--- config.mk ---
export PLATFORM = sky130hd
export DESIGN_NAME = mem_port_arbiter
export DESIGN_NICKNAME = d
export VERILOG_FILES = /design/src/rtl/mem_port_arbiter.sv
export SDC_FILE = /design/constraint.sdc
export NUM_CORES = 1
export LEC_CHECK = 0
export BUFFER_PORTS_ARGS = -buffer_cell sky130_fd_sc_hd__buf_2
export CORE_ASPECT_RATIO = 1.5
export CORE_MARGIN = 2
export CORE_UTILIZATION = 40
export DETAILED_ROUTE_END_ITERATION = 16
export PLACE_DENSITY = 0.73
export SKIP_CTS_REPAIR_TIMING = 1
export SYNTH_ARGS = -nofsm -noshare
export SYNTH_HDL_FRONTEND = slang
export SYNTH_SLANG_ARGS = --single-unit
--- constraint.sdc ---
create_clock -name clock -period 4.2 [get_ports clock]
set_input_delay 0.42 -clock clock [delete_from_list [all_inputs] [get_ports clock]]
set_output_delay 0.42 -clock clock [all_outputs]
set_load 0.1 [all_outputs]
--- src/rtl/mem_port_arbiter.sv ---
// Arbitrates the shared single-port RAM between FETCH and MEM, one fixed-latency
// transaction at a time, with MEM priority and a bounded FETCH starvation window.
module mem_port_arbiter #(
    parameter int ADDR_W   = 32,
    parameter int DATA_W   = 32,
    parameter int RAM_LAT  = 2,
    parameter int MAX_WAIT = 4
) (
    input  logic                            clock,
    input  logic                            reset,
    input  logic                            if_req,
    input  logic [ADDR_W-1:0]               if_addr,
    output logic [DATA_W-1:0]               if_rdata,
    output logic                            if_ready,
    output logic                            if_stall,
    input  logic                            mem_req,
    input  logic                            mem_we,
    input  logic [ADDR_W-1:0]               mem_addr,
    input  logic [DATA_W-1:0]               mem_wdata,
    output logic [DATA_W-1:0]               mem_rdata,
    output logic                            mem_ready,
    output logic                            mem_stall,
    output logic                            ram_en,
    output logic                            ram_we,
    output logic [ADDR_W-1:0]               ram_addr,
    output logic [DATA_W-1:0]               ram_wdata,
    input  logic [DATA_W-1:0]               ram_rdata,
    output logic [1:0]                      dbg_state,
    output logic [$clog2(MAX_WAIT+1)-1:0]   dbg_wait_cnt
);
    // Handshake: a requester raises req with its operands and holds them until
    // its ready pulse; the arbiter samples req only while IDLE and owns the
    // transaction from grant to the single RESP cycle, regardless of req.

    localparam int WCW = $clog2(MAX_WAIT + 1);
    localparam int LCW = (RAM_LAT > 1) ? $clog2(RAM_LAT) : 1;
    localparam logic [WCW-1:0] WAIT_MAX = WCW'(MAX_WAIT);
    localparam logic [LCW-1:0] LAT_LAST = LCW'(RAM_LAT - 1);

    typedef enum logic [1:0] {
        IDLE = 2'd0,
        BUSY = 2'd1,
        RESP = 2'd2
    } state_t;

    state_t           state;
    logic [WCW-1:0]   wait_cnt;
    logic [LCW-1:0]   lat_cnt;
    logic             owner_mem;
    logic             we_q;
    logic             grant_if;
    logic             grant_mem;

    // FETCH wins only when MEM is absent or FETCH has waited out its window.
    always_comb begin
        grant_if  = if_req && (!mem_req || (wait_cnt == WAIT_MAX));
        grant_mem = mem_req && !grant_if;
    end

    always_ff @(posedge clock or posedge reset) begin
        if (reset) begin
            state     <= IDLE;
            wait_cnt  <= '0;
            lat_cnt   <= '0;
            owner_mem <= 1'b0;
            we_q      <= 1'b0;
            if_ready  <= 1'b0;
            mem_ready <= 1'b0;
            if_rdata  <= '0;
            mem_rdata <= '0;
            ram_en    <= 1'b0;
            ram_we    <= 1'b0;
            ram_addr  <= '0;
            ram_wdata <= '0;
        end else begin
            ram_en <= 1'b0;
            ram_we <= 1'b0;
            case (state)
                IDLE: begin
                    if (grant_if || grant_mem) begin
                        state     <= BUSY;
                        lat_cnt   <= '0;
                        owner_mem <= grant_mem;
                        we_q      <= grant_mem && mem_we;
                        ram_en    <= 1'b1;
                        ram_we    <= grant_mem && mem_we;
                        ram_addr  <= grant_mem ? mem_addr : if_addr;
                        if (grant_mem) ram_wdata <= mem_wdata;
                        if (grant_if)
                            wait_cnt <= '0;
                        else if (if_req && (wait_cnt != WAIT_MAX))
                            wait_cnt <= wait_cnt + WCW'(1);
                    end
                end
                BUSY: begin
                    if (lat_cnt == LAT_LAST) begin
                        state <= RESP;
                        if (!we_q) begin
                            if (owner_mem) mem_rdata <= ram_rdata;
                            else           if_rdata  <= ram_rdata;
                        end
                        if (owner_mem) mem_ready <= 1'b1;
                        else           if_ready  <= 1'b1;
                    end else begin
                        lat_cnt <= lat_cnt + LCW'(1);
                    end
                end
                RESP: begin
                    if_ready  <= 1'b0;
                    mem_ready <= 1'b0;
                    state     <= IDLE;
                end
                default: state <= IDLE;
            endcase
        end
    end

    assign if_stall     = if_req & ~if_ready;
    assign mem_stall    = mem_req & ~mem_ready;
    assign dbg_state    = state;
    assign dbg_wait_cnt = wait_cnt;

endmodule

* Word-level counts from Yosys, hierarchy flattened
Cells that the tools add are included.
Storage, ports and cells: output and inout port bits 139, flip-flop bits (word level) 140, word-level logic and storage cells 69, bits of input ports 133
Operators by class: eq/ne operators 8, reductions and logical operators 21, bitwise operators 6, add/subtract/negate cells 2, mux-type cells 19
Operators by type and width (number):
- $mux 32 | 1
- $reduce_and 3->1 | 4
- $mux 1 | 10
- $ne 2x2->1 const B | 4
- $reduce_and 4->1 | 2
- $mux 3 | 2
- $pmux 1 s2 | 3
- $reduce_and 2->1 | 3
- $reduce_bool 2->1 | 3
- $logic_and 1x1->1 | 4
- $mux 2 | 2
- $not 1->1 | 4
- $pmux 2 s2 | 1
- $add 3x1->3 const B | 1
- $eq 3x3->1 const B | 1
- $ne 3x3->1 const B | 1
- $and 1x1->1 | 2
- $eq 2x1->1 const B | 1
- $eq 2x2->1 const B | 1
- $logic_not 1->1 | 2
- $logic_not 2->1 | 1
- $logic_or 1x1->1 | 2
- $add 1x1->1 const B | 1

* Depth between registers and ports, before layout
Gate-level depths: netlist of run 1.
word-level depth 8, depth in mapped cells 7, depth with buffers taken out 5

* Worst setup path after synthesis of run 1
Ideal clock, no wire load.
kind register -> output, start point reg mem_ready, end point out mem_stall, arrival time 2.233 ns, stages on the path, launching flop included 2, data required time 3.780 ns, setup slack 1.547 ns, buffers on the path 0, cells stage by stage dfrtp_1 > nor2b_1
Between the ends: cells in the longest elaborated chain, start to end 2
Ends and longest elaborated chain:
- start, declared | line 21 | output logic mem_ready,
- start signal, assigned | line 68 | mem_ready <= 1'b0;
- start signal, assigned | line 102 | if (owner_mem) mem_ready <= 1'b1;
- start signal, assigned | line 110 | mem_ready <= 1'b0;
- $not 1->1 | line 119 | assign mem_stall = mem_req & ~mem_ready;
- $and 1x1->1 | line 119
- end, declared | line 22 | output logic mem_stall,
Every way passes these cells.

* Worst setup path after layout of run 1
start point reg wait_cnt[0] (netlist: dbg_wait_cnt[0]), end point reg ram_wdata[29]
Between the ends: cells in the longest elaborated chain, start to end 7
Ends and longest elaborated chain:
- start, declared | line 47 | logic [WCW-1:0] wait_cnt;
- start signal, assigned | line 92 | wait_cnt <= wait_cnt + WCW'(1);
- $eq 3x3->1 * | line 56 | grant_if = if_req && (!mem_req || (wait_cnt == WAIT_MAX));
- $logic_or 1x1->1 * | line 56
- $logic_and 1x1->1 * | line 56
- $logic_not 1->1 | line 57 | grant_mem = mem_req && !grant_if;
- $logic_and 1x1->1 | line 57
- $logic_or 1x1->1 | line 80 | if (grant_if || grant_mem) begin
- $reduce_and 3->1 (no line) *
- end signal, assigned | line 88 | if (grant_mem) ram_wdata <= mem_wdata;
- end, declared | line 26 | output logic [DATA_W-1:0] ram_wdata,
Every way passes the cells marked *; elsewhere a longest branch is shown, timed or not. A chain may end at the register's enable or synchronous reset.

==> results of run 1 <==
-- sequential cells by signal (all words and copies together), names as in the netlist --
name          cells
we_q              1
dbg_state         2
mem_rdata        32
lat_cnt           1
ram_addr         32
owner_mem         1
ram_we            1
ram_en            1
ram_wdata        32
mem_ready         1
if_ready          1
dbg_wait_cnt      3
if_rdata         32
-- per-layer routing --
| metal | global-route usage (%) | vias to the layer above |
|---|---|---|
| li1 | - | 2117 |
| met3 | 4.53 | 22 |
| met1 | 21.7 | 2296 |
| met5 | 0 | - |
| met4 | 7.58 | 0 |
| met2 | 32.9 | 235 |
-- cells by family after synthesis --
logic type | Yosys count | share of synthesized area [%]
buf+inv | 75 | 5.87
fa+ha+maj | 2 | 0.422
mux | 96 | 19.9
flops | 140 | 59.1
simple gates | 85 | 8.59
compound gates | 44 | 6.06
-- area by class of cell --
class / count / area [um^2]
Inverter: 40 / 155
Fill cell: 1243 / 6600
Clock inverter: 14 / 125
Tap cell: 196 / 245
Multi-Input combinational cell: 227 / 2080
Timing Repair Buffer: 275 / 1390
Sequential cell: 140 / 3500
Clock buffer: 17 / 425
-- per-stage QoR --
| stage | setup WS [ns] | std cells | util, % | instance area (um^2) | hold slack (ns) |
|---|---|---|---|---|---|
| global placement | 1.55 | 878 | 50.8 | 7370 | 0.462 |
| finish | 1.43 | 909 | 54.6 | 7930 | 0.231 |
| CTS | 1.43 | 909 | 54.6 | 7930 | 0.212 |
| floorplan | 0.0271 | 442 | - | 5930 | 0.490 |
| global route | 1.26 | 909 | 54.6 | 7930 | 0.213 |
| detailed placement | 1.44 | 878 | 50.8 | 7370 | 0.470 |
-- worst max path at each step --
stage / endpoint / slack [ns] / cells past startpoint
3_3_place_gp: ram_wdata[30]$_DFFE_PP0P_ / 1.55 / 5
2_1_floorplan: dbg_state[0]$_DFFE_PP0P_ / 0.03 / 1
5_1_grt: ram_wdata[27]$_DFFE_PP0P_ / 1.26 / 5
4_1_cts: ram_wdata[29]$_DFFE_PP0P_ / 1.43 / 5
6_report: ram_wdata[29]$_DFFE_PP0P_ / 1.43 / 5
3_5_place_dp: ram_wdata[29]$_DFFE_PP0P_ / 1.44 / 5
-- placed cells by master, fill, tap and decap left out, types with 2 or more instances in the layout --
master        n
buf_2       271
dfrtp_1     140
mux2_1       60
inv_1        38
nand4_1      33
nand3_1      32
o221ai_1     32
mux2_4       27
clkbuf_16    17
mux2_2        9
inv_6         6
o21ai_0       5
nand2_1       4
clkinvlp_4    4
buf_4         4
nand2b_1      3
a22o_1        3
inv_8         3
and2_1        2
nor2b_1       2
ha_1          2
clkinv_4      2
==> impl_metrics.prom, run 1 <==
# TYPE chip_impl_metric gauge
chip_impl_info{name="status",value="finished clean"} 1
chip_impl_info{name="synth_common_cells",value="dfrtp_1 (140), mux2_1 (60), inv_1 (39), nand4_1 (33)"} 1
chip_impl_metric{name="nets",unit=""} 836
chip_impl_metric{name="finalWeightedCongestion",unit=""} 0.806
chip_impl_info{name="cp-start-kind",value="register"} 1
chip_impl_metric{name="wl_per_cell",unit="um"} 16.3
chip_impl_metric{name="synth_sequential_area_ratio",unit="%"} 59.1
chip_impl_info{name="synthMostInstantiatedCell",value="dfrtp_1"} 1
chip_impl_info{name="holdCritPathClass",value="primary input to register"} 1
chip_impl_info{name="cts_tree",value="yes"} 1
chip_impl_metric{name="synth_register_bits",unit=""} 140
chip_impl_metric{name="yosys_warnings",unit=""} 0
chip_impl_metric{name="first_global_vias",unit=""} 4922
chip_impl_metric{name="drv_cap",unit=""} 0
chip_impl_metric{name="finalCritPeriodShare",unit="%"} 65.9
chip_impl_info{name="timing.critical_path.cells",value="inv_1 > ha_1 > nand3_2 > and3_2 > mux2_2"} 1
chip_impl_metric{name="worst_slew_pin_slew",unit="ns"} 1.14
chip_impl_metric{name="clock_latency",unit="ns"} 0.41
chip_impl_metric{name="grt.overflow.total",unit=""} 0
chip_impl_metric{name="detail_route.wirelength.met1",unit="mm"} 5.60
chip_impl_metric{name="finalMaxSlewViolations",unit=""} 0
chip_impl_metric{name="synthesis.area",unit="um^2"} 5930
chip_impl_metric{name="post_synthesis_cells",unit=""} 442
chip_impl_metric{name="slew_headroom",unit="%"} 23.8
chip_impl_metric{name="tns",unit="ns"} 0
chip_impl_metric{name="track_usage",unit="%"} 18.9
chip_impl_info{name="holdCritStartpoint",value="ram_rdata[18]"} 1
chip_impl_metric{name="drt_iter0_drc",unit=""} 181
chip_impl_metric{name="avgSynthCellArea",unit="um^2"} 13.4
chip_impl_metric{name="detailed_route_via_count",unit=""} 4670
chip_impl_metric{name="postRouteAntennaNets",unit=""} 0
chip_impl_metric{name="pin_count",unit=""} 272
chip_impl_metric{name="die-area",unit="um^2"} 15800
chip_impl_info{name="top_signal_layer_used",value="met4"} 1
chip_impl_metric{name="timing.final.hold_violations",unit=""} 0
chip_impl_metric{name="die_height",unit="um"} 153
chip_impl_metric{name="cts.sink_count",unit=""} 140
chip_impl_metric{name="met3_length",unit="mm"} 1.22
chip_impl_metric{name="synth_fp_nets",unit=""} 577
chip_impl_metric{name="floorplan.rows",unit=""} 54
chip_impl_info{name="min_delay_worst_endpoint",value="if_rdata[18]$_DFFE_PP0P_"} 1
chip_impl_metric{name="detailed_place_hpwl",unit="mm"} 10.7
chip_impl_metric{name="area_of_the_core",unit="um^2"} 14500
chip_impl_metric{name="drt_first_pass_iters",unit=""} 4
chip_impl_info{name="rsz0062_at_grt",value="false"} 1
chip_impl_metric{name="grt_antenna_before_repair",unit=""} 0
chip_impl_metric{name="synth-edff-count",unit=""} 0
chip_impl_info{name="crit_type",value="register to register"} 1
chip_impl_metric{name="clk_transition_reported_paths",unit="ns"} 0.07
chip_impl_metric{name="netlist-cell-type-count",unit=""} 33
chip_impl_metric{name="layout-area-overhead-vs-synth",unit="%"} 33.7
chip_impl_metric{name="post_route_cells_drive_above_1_share",unit="%"} 49.2
chip_impl_metric{name="cts_buffers",unit=""} 17
chip_impl_metric{name="place.port_buffers",unit=""} 271
chip_impl_metric{name="h-tree-depth",unit=""} 4
chip_impl_info{name="setup.worst_path.start",value="dbg_wait_cnt[0]$_DFFE_PP0P_"} 1
chip_impl_metric{name="pin_count_of_the_biggest_net_entering_global_routing",unit=""} 114
chip_impl_metric{name="synth_top_area_share",unit="%"} 59.1
chip_impl_metric{name="worst-endpoint-arrival",unit="ns"} 3.06
chip_impl_metric{name="dieWidth",unit="um"} 103
chip_impl_metric{name="worst-path-buf-inv",unit=""} 1
chip_impl_metric{name="finClkSkew",unit="ns"} 0.00849
chip_impl_metric{name="cp_slowest_stage_delay",unit="ns"} 1.02
chip_impl_info{name="ys_top_cells_by_area",value="dfrtp_1 (59%), mux2_1 (11%), mux2_4 (6.8%)"} 1
chip_impl_info{name="clock_tree.root_cell",value="clkbuf_16"} 1
chip_impl_metric{name="viasPerCell",unit=""} 5.14
chip_impl_metric{name="achievable-frequency",unit="MHz"} 361
chip_impl_info{name="timing.critical_path.max_delay_family",value="simple AND/OR/NAND/NOR gates"} 1
chip_impl_metric{name="report.final.setup_viol",unit=""} 0
chip_impl_info{name="endpoint_kind",value="register"} 1
chip_impl_info{name="rr_startpoint",value="dbg_wait_cnt[0]$_DFFE_PP0P_"} 1
chip_impl_metric{name="worst_hold_depth",unit=""} 2
chip_impl_metric{name="finalWirelength",unit="mm"} 14.8
chip_impl_metric{name="crit_required",unit="ns"} 4.49
chip_impl_info{name="synth_top_flop_cell",value="dfrtp_1"} 1
chip_impl_metric{name="timing.critical_path.fanout_max",unit=""} 35
chip_impl_metric{name="finalWorstPathRequiredPeriod",unit="ns"} 2.77
chip_impl_metric{name="async_flop_share",unit="%"} 100
chip_impl_metric{name="remaining_drc_errors",unit=""} 0
chip_impl_metric{name="setup_slack_of_the_most_critical_reg_to_reg_path",unit="ns"} 1.43
chip_impl_metric{name="worstRegToRegCells",unit=""} 5
chip_impl_metric{name="met2_length",unit="mm"} 7.73
chip_impl_metric{name="grt_pass1_wl",unit="mm"} 23.5
chip_impl_info{name="r2r-end",value="ram_wdata[29]$_DFFE_PP0P_"} 1
chip_impl_metric{name="initial_utilization",unit="%"} 40.8
chip_impl_metric{name="cts_buffer_depth",unit=""} 2
chip_impl_metric{name="antenna-diode-count",unit=""} 0
chip_impl_info{name="critPathSlowestCell",value="and3_2"} 1
chip_impl_info{name="synth_top_cell_by_area",value="dfrtp_1"} 1
Power of run 1 is left out: the tool's default activity adds up to more than one toggle a clock period on the data nets, which glitch-free logic cannot reach.
==> run 2, diff against run 1 <==
- ABC_AREA: default -> 1
- PLACE_DENSITY: 0.73 -> 0.72
- clock period: 4.2 -> 2.3 ns (I/O delays scaled with it)
==> impl_metrics.prom, run 2 <==
# TYPE chip_impl_metric gauge
chip_impl_metric{name="grt.overflow.total",unit=""} 0
chip_impl_metric{name="die-area",unit="um^2"} 16400
chip_impl_metric{name="async_flop_share",unit="%"} 100
chip_impl_metric{name="finalWeightedCongestion",unit=""} 0.826
chip_impl_metric{name="layout.filler_cells",unit=""} 1442
chip_impl_metric{name="cts_buffer_depth",unit=""} 2
chip_impl_metric{name="post_route_cells_drive_above_1_share",unit="%"} 32.2
chip_impl_metric{name="timing.critical_path.fanout_max",unit=""} 32
chip_impl_metric{name="cts.sink_count",unit=""} 140
chip_impl_metric{name="synth_sequential_area_ratio",unit="%"} 56.9
chip_impl_metric{name="final_cells",unit=""} 1218
chip_impl_metric{name="remaining_drc_errors",unit=""} 0
chip_impl_metric{name="achievable-frequency",unit="MHz"} 491
chip_impl_info{name="crit_type",value="register to register"} 1
chip_impl_metric{name="dp.cells",unit=""} 1184
chip_impl_metric{name="clk_transition_reported_paths",unit="ns"} 0.06
chip_impl_metric{name="synth_top_area_share",unit="%"} 56.9
chip_impl_metric{name="pin_count_of_the_biggest_net_entering_global_routing",unit=""} 65
chip_impl_metric{name="h-tree-depth",unit=""} 4
chip_impl_metric{name="yosys_warnings",unit=""} 0
chip_impl_metric{name="slew_headroom",unit="%"} 54.1
chip_impl_metric{name="track_usage",unit="%"} 20.7
chip_impl_info{name="top_signal_layer_used",value="met4"} 1
chip_impl_metric{name="die_height",unit="um"} 156
chip_impl_metric{name="detail_route.wirelength.met1",unit="mm"} 6.60
chip_impl_metric{name="worst_setup_slack_before_clock_tree_synthesis",unit="ns"} 0.267
chip_impl_metric{name="finalCritPeriodShare",unit="%"} 88.6
chip_impl_metric{name="synth_register_bits",unit=""} 140
chip_impl_metric{name="wl_per_cell",unit="um"} 14.0
chip_impl_metric{name="dieWidth",unit="um"} 105
chip_impl_metric{name="post_synthesis_cells",unit=""} 743
chip_impl_info{name="ys_top_cells_by_area",value="dfrtp_1 (57%), nand2_1 (18%), inv_1 (6.5%)"} 1
chip_impl_info{name="synthMostInstantiatedCell",value="nand2_1"} 1
chip_impl_metric{name="met3_length",unit="um"} 923
chip_impl_metric{name="viasPerCell",unit=""} 4.64
chip_impl_metric{name="tns",unit="ns"} 0
chip_impl_metric{name="synthesis.area",unit="um^2"} 6160
chip_impl_metric{name="synth-edff-count",unit=""} 0
chip_impl_metric{name="place.port_buffers",unit=""} 271
chip_impl_metric{name="worst-endpoint-arrival",unit="ns"} 2.33
chip_impl_metric{name="detailed_place_hpwl",unit="mm"} 12.2
chip_impl_metric{name="drt_first_pass_iters",unit=""} 4
chip_impl_metric{name="initial_utilization",unit="%"} 40.8
chip_impl_info{name="status",value="finished clean"} 1
chip_impl_metric{name="crit_required",unit="ns"} 2.59
chip_impl_metric{name="floorplan.rows",unit=""} 55
chip_impl_info{name="clock_tree.root_cell",value="clkbuf_16"} 1
chip_impl_metric{name="drt_iter0_drc",unit=""} 273
chip_impl_metric{name="met2_length",unit="mm"} 9.07
chip_impl_info{name="layout_commonest_cell",value="nand2_1"} 1
chip_impl_metric{name="finalWirelength",unit="mm"} 17.0
chip_impl_metric{name="drv_cap",unit=""} 0
chip_impl_info{name="cp-start-kind",value="register"} 1
chip_impl_metric{name="antenna-diode-count",unit=""} 0
chip_impl_info{name="cts_tree",value="yes"} 1
chip_impl_info{name="endpoint_kind",value="register"} 1
chip_impl_metric{name="area_of_the_core",unit="um^2"} 15100
chip_impl_info{name="synth_top_flop_cell",value="dfrtp_1"} 1
chip_impl_metric{name="post-route-worst-setup-slack",unit="ns"} 0.263
chip_impl_metric{name="first_global_vias",unit=""} 5512
chip_impl_metric{name="finalWorstPathRequiredPeriod",unit="ns"} 2.04
chip_impl_metric{name="grt_antenna_before_repair",unit=""} 1
chip_impl_metric{name="timing.final.hold_violations",unit=""} 0
chip_impl_info{name="synth_common_cells",value="nand2_1 (301), dfrtp_1 (140), inv_1 (106), nand3_1 (64), o21ai_0 (40)"} 1
chip_impl_metric{name="synth_fp_nets",unit=""} 878
chip_impl_info{name="synth_top_cell_by_area",value="dfrtp_1"} 1
chip_impl_metric{name="finClkSkew",unit="ns"} 0.0159
chip_impl_metric{name="layout-area-overhead-vs-synth",unit="%"} 34.8
chip_impl_metric{name="finalMaxSlewViolations",unit=""} 0
chip_impl_metric{name="postRouteAntennaNets",unit=""} 0
chip_impl_metric{name="clock_latency",unit="ns"} 0.41
chip_impl_metric{name="report.final.setup_viol",unit=""} 0
chip_impl_metric{name="nets",unit=""} 1141
chip_impl_info{name="holdCritPathClass",value="primary input to register"} 1
chip_impl_info{name="rsz0062_at_grt",value="false"} 1
chip_impl_metric{name="worst_slew_pin_slew",unit="ns"} 0.688
chip_impl_metric{name="grt_pass1_wl",unit="mm"} 27.1
chip_impl_metric{name="pin_count",unit=""} 272
chip_impl_metric{name="detailed_route_via_count",unit=""} 5646
chip_impl_metric{name="avgSynthCellArea",unit="um^2"} 8.29
chip_impl_metric{name="netlist-cell-type-count",unit=""} 23
chip_impl_metric{name="cts_buffers",unit=""} 17
chip_impl_info{name="mostFrequentLayoutCells",value="nand2_1 (301), buf_2 (271), dfrtp_1 (140), inv_1 (105), nand3_1 (64)"} 1
-- run 2: logic make-up after synthesis --
logic type | after synthesis | share of synthesized area [%]
buffers and inverters | 147 | 10.8
adders and majority gates | 2 | 0.406
AOI/OAI and AO/OA | 73 | 6.12
and+or+nand+nor | 380 | 25.7
DFF | 140 | 56.9
xor gates and xnor gates | 1 | 0.142
-- run 2: path summary, 6_finish.rpt --
kind / slack, ns / cells past startpoint / startpoint / to
setup / recovery: 0.26 / 7 / dbg_wait_cnt[0]$_DFFE_PP0P_ / ram_addr[9]$_DFFE_PP0P_
hold / removal: 0.02 / 3 / mem_wdata[12] / ram_wdata[12]$_DFFE_PP0P_
setup reg to reg: 0.26 / 7 / dbg_wait_cnt[0]$_DFFE_PP0P_ / ram_addr[9]$_DFFE_PP0P_
hold reg to reg: 0.47 / 2 / ram_wdata[13]$_DFFE_PP0P_ / ram_wdata[13]$_DFFE_PP0P_
max in group asynchronous: 1.26 / 4 / reset / ram_wdata[13]$_DFFE_PP0P_
min in group asynchronous: 0.43 / 3 / reset / mem_rdata[3]$_DFFE_PP0P_
-- run 2: cell type report --
class	instances	area, um^2	share of cell area [%]
Sequential cell	140	3500	42.2
Timing Repair Buffer	281	1470	17.8
Inverter	110	417	5.02
Clock inverter	11	179	2.16
Multi-Input combinational cell	456	1990	24.0
Tap cell	199	249	3.00
Clock buffer	21	480	5.79
-- run 2: per-layer routing --
metal  up-vias  track usage, %
met5         -               0
met4         0            7.11
met3        30            5.14
met2       199            37.4
met1      2637            23.6
li1       2780               -
-- run 2: per-stage QoR --
stage          instance area [um^2]  hold WS, ns  util, %
2_1_floorplan                  6160        0.340        -
5_1_grt                        8300      0.00541     55.1
4_1_cts                        8280       -0.107     54.9
3_5_place_dp                   7620        0.332     50.5
6_report                       8300       0.0153     55.1
3_3_place_gp                   7620        0.327     50.5
-- run 2: worst max-delay path, stage by stage, from the launching register on --
cell and delay [ns]:
dfrtp_1 0.39, inv_1 0.09, ha_1 0.18, nand3_2 0.34, nand2_2 0.62, nand2_1 0.11, nand3_1 0.11, nand2_1 0.06
Power of run 2 is left out for the same reason.
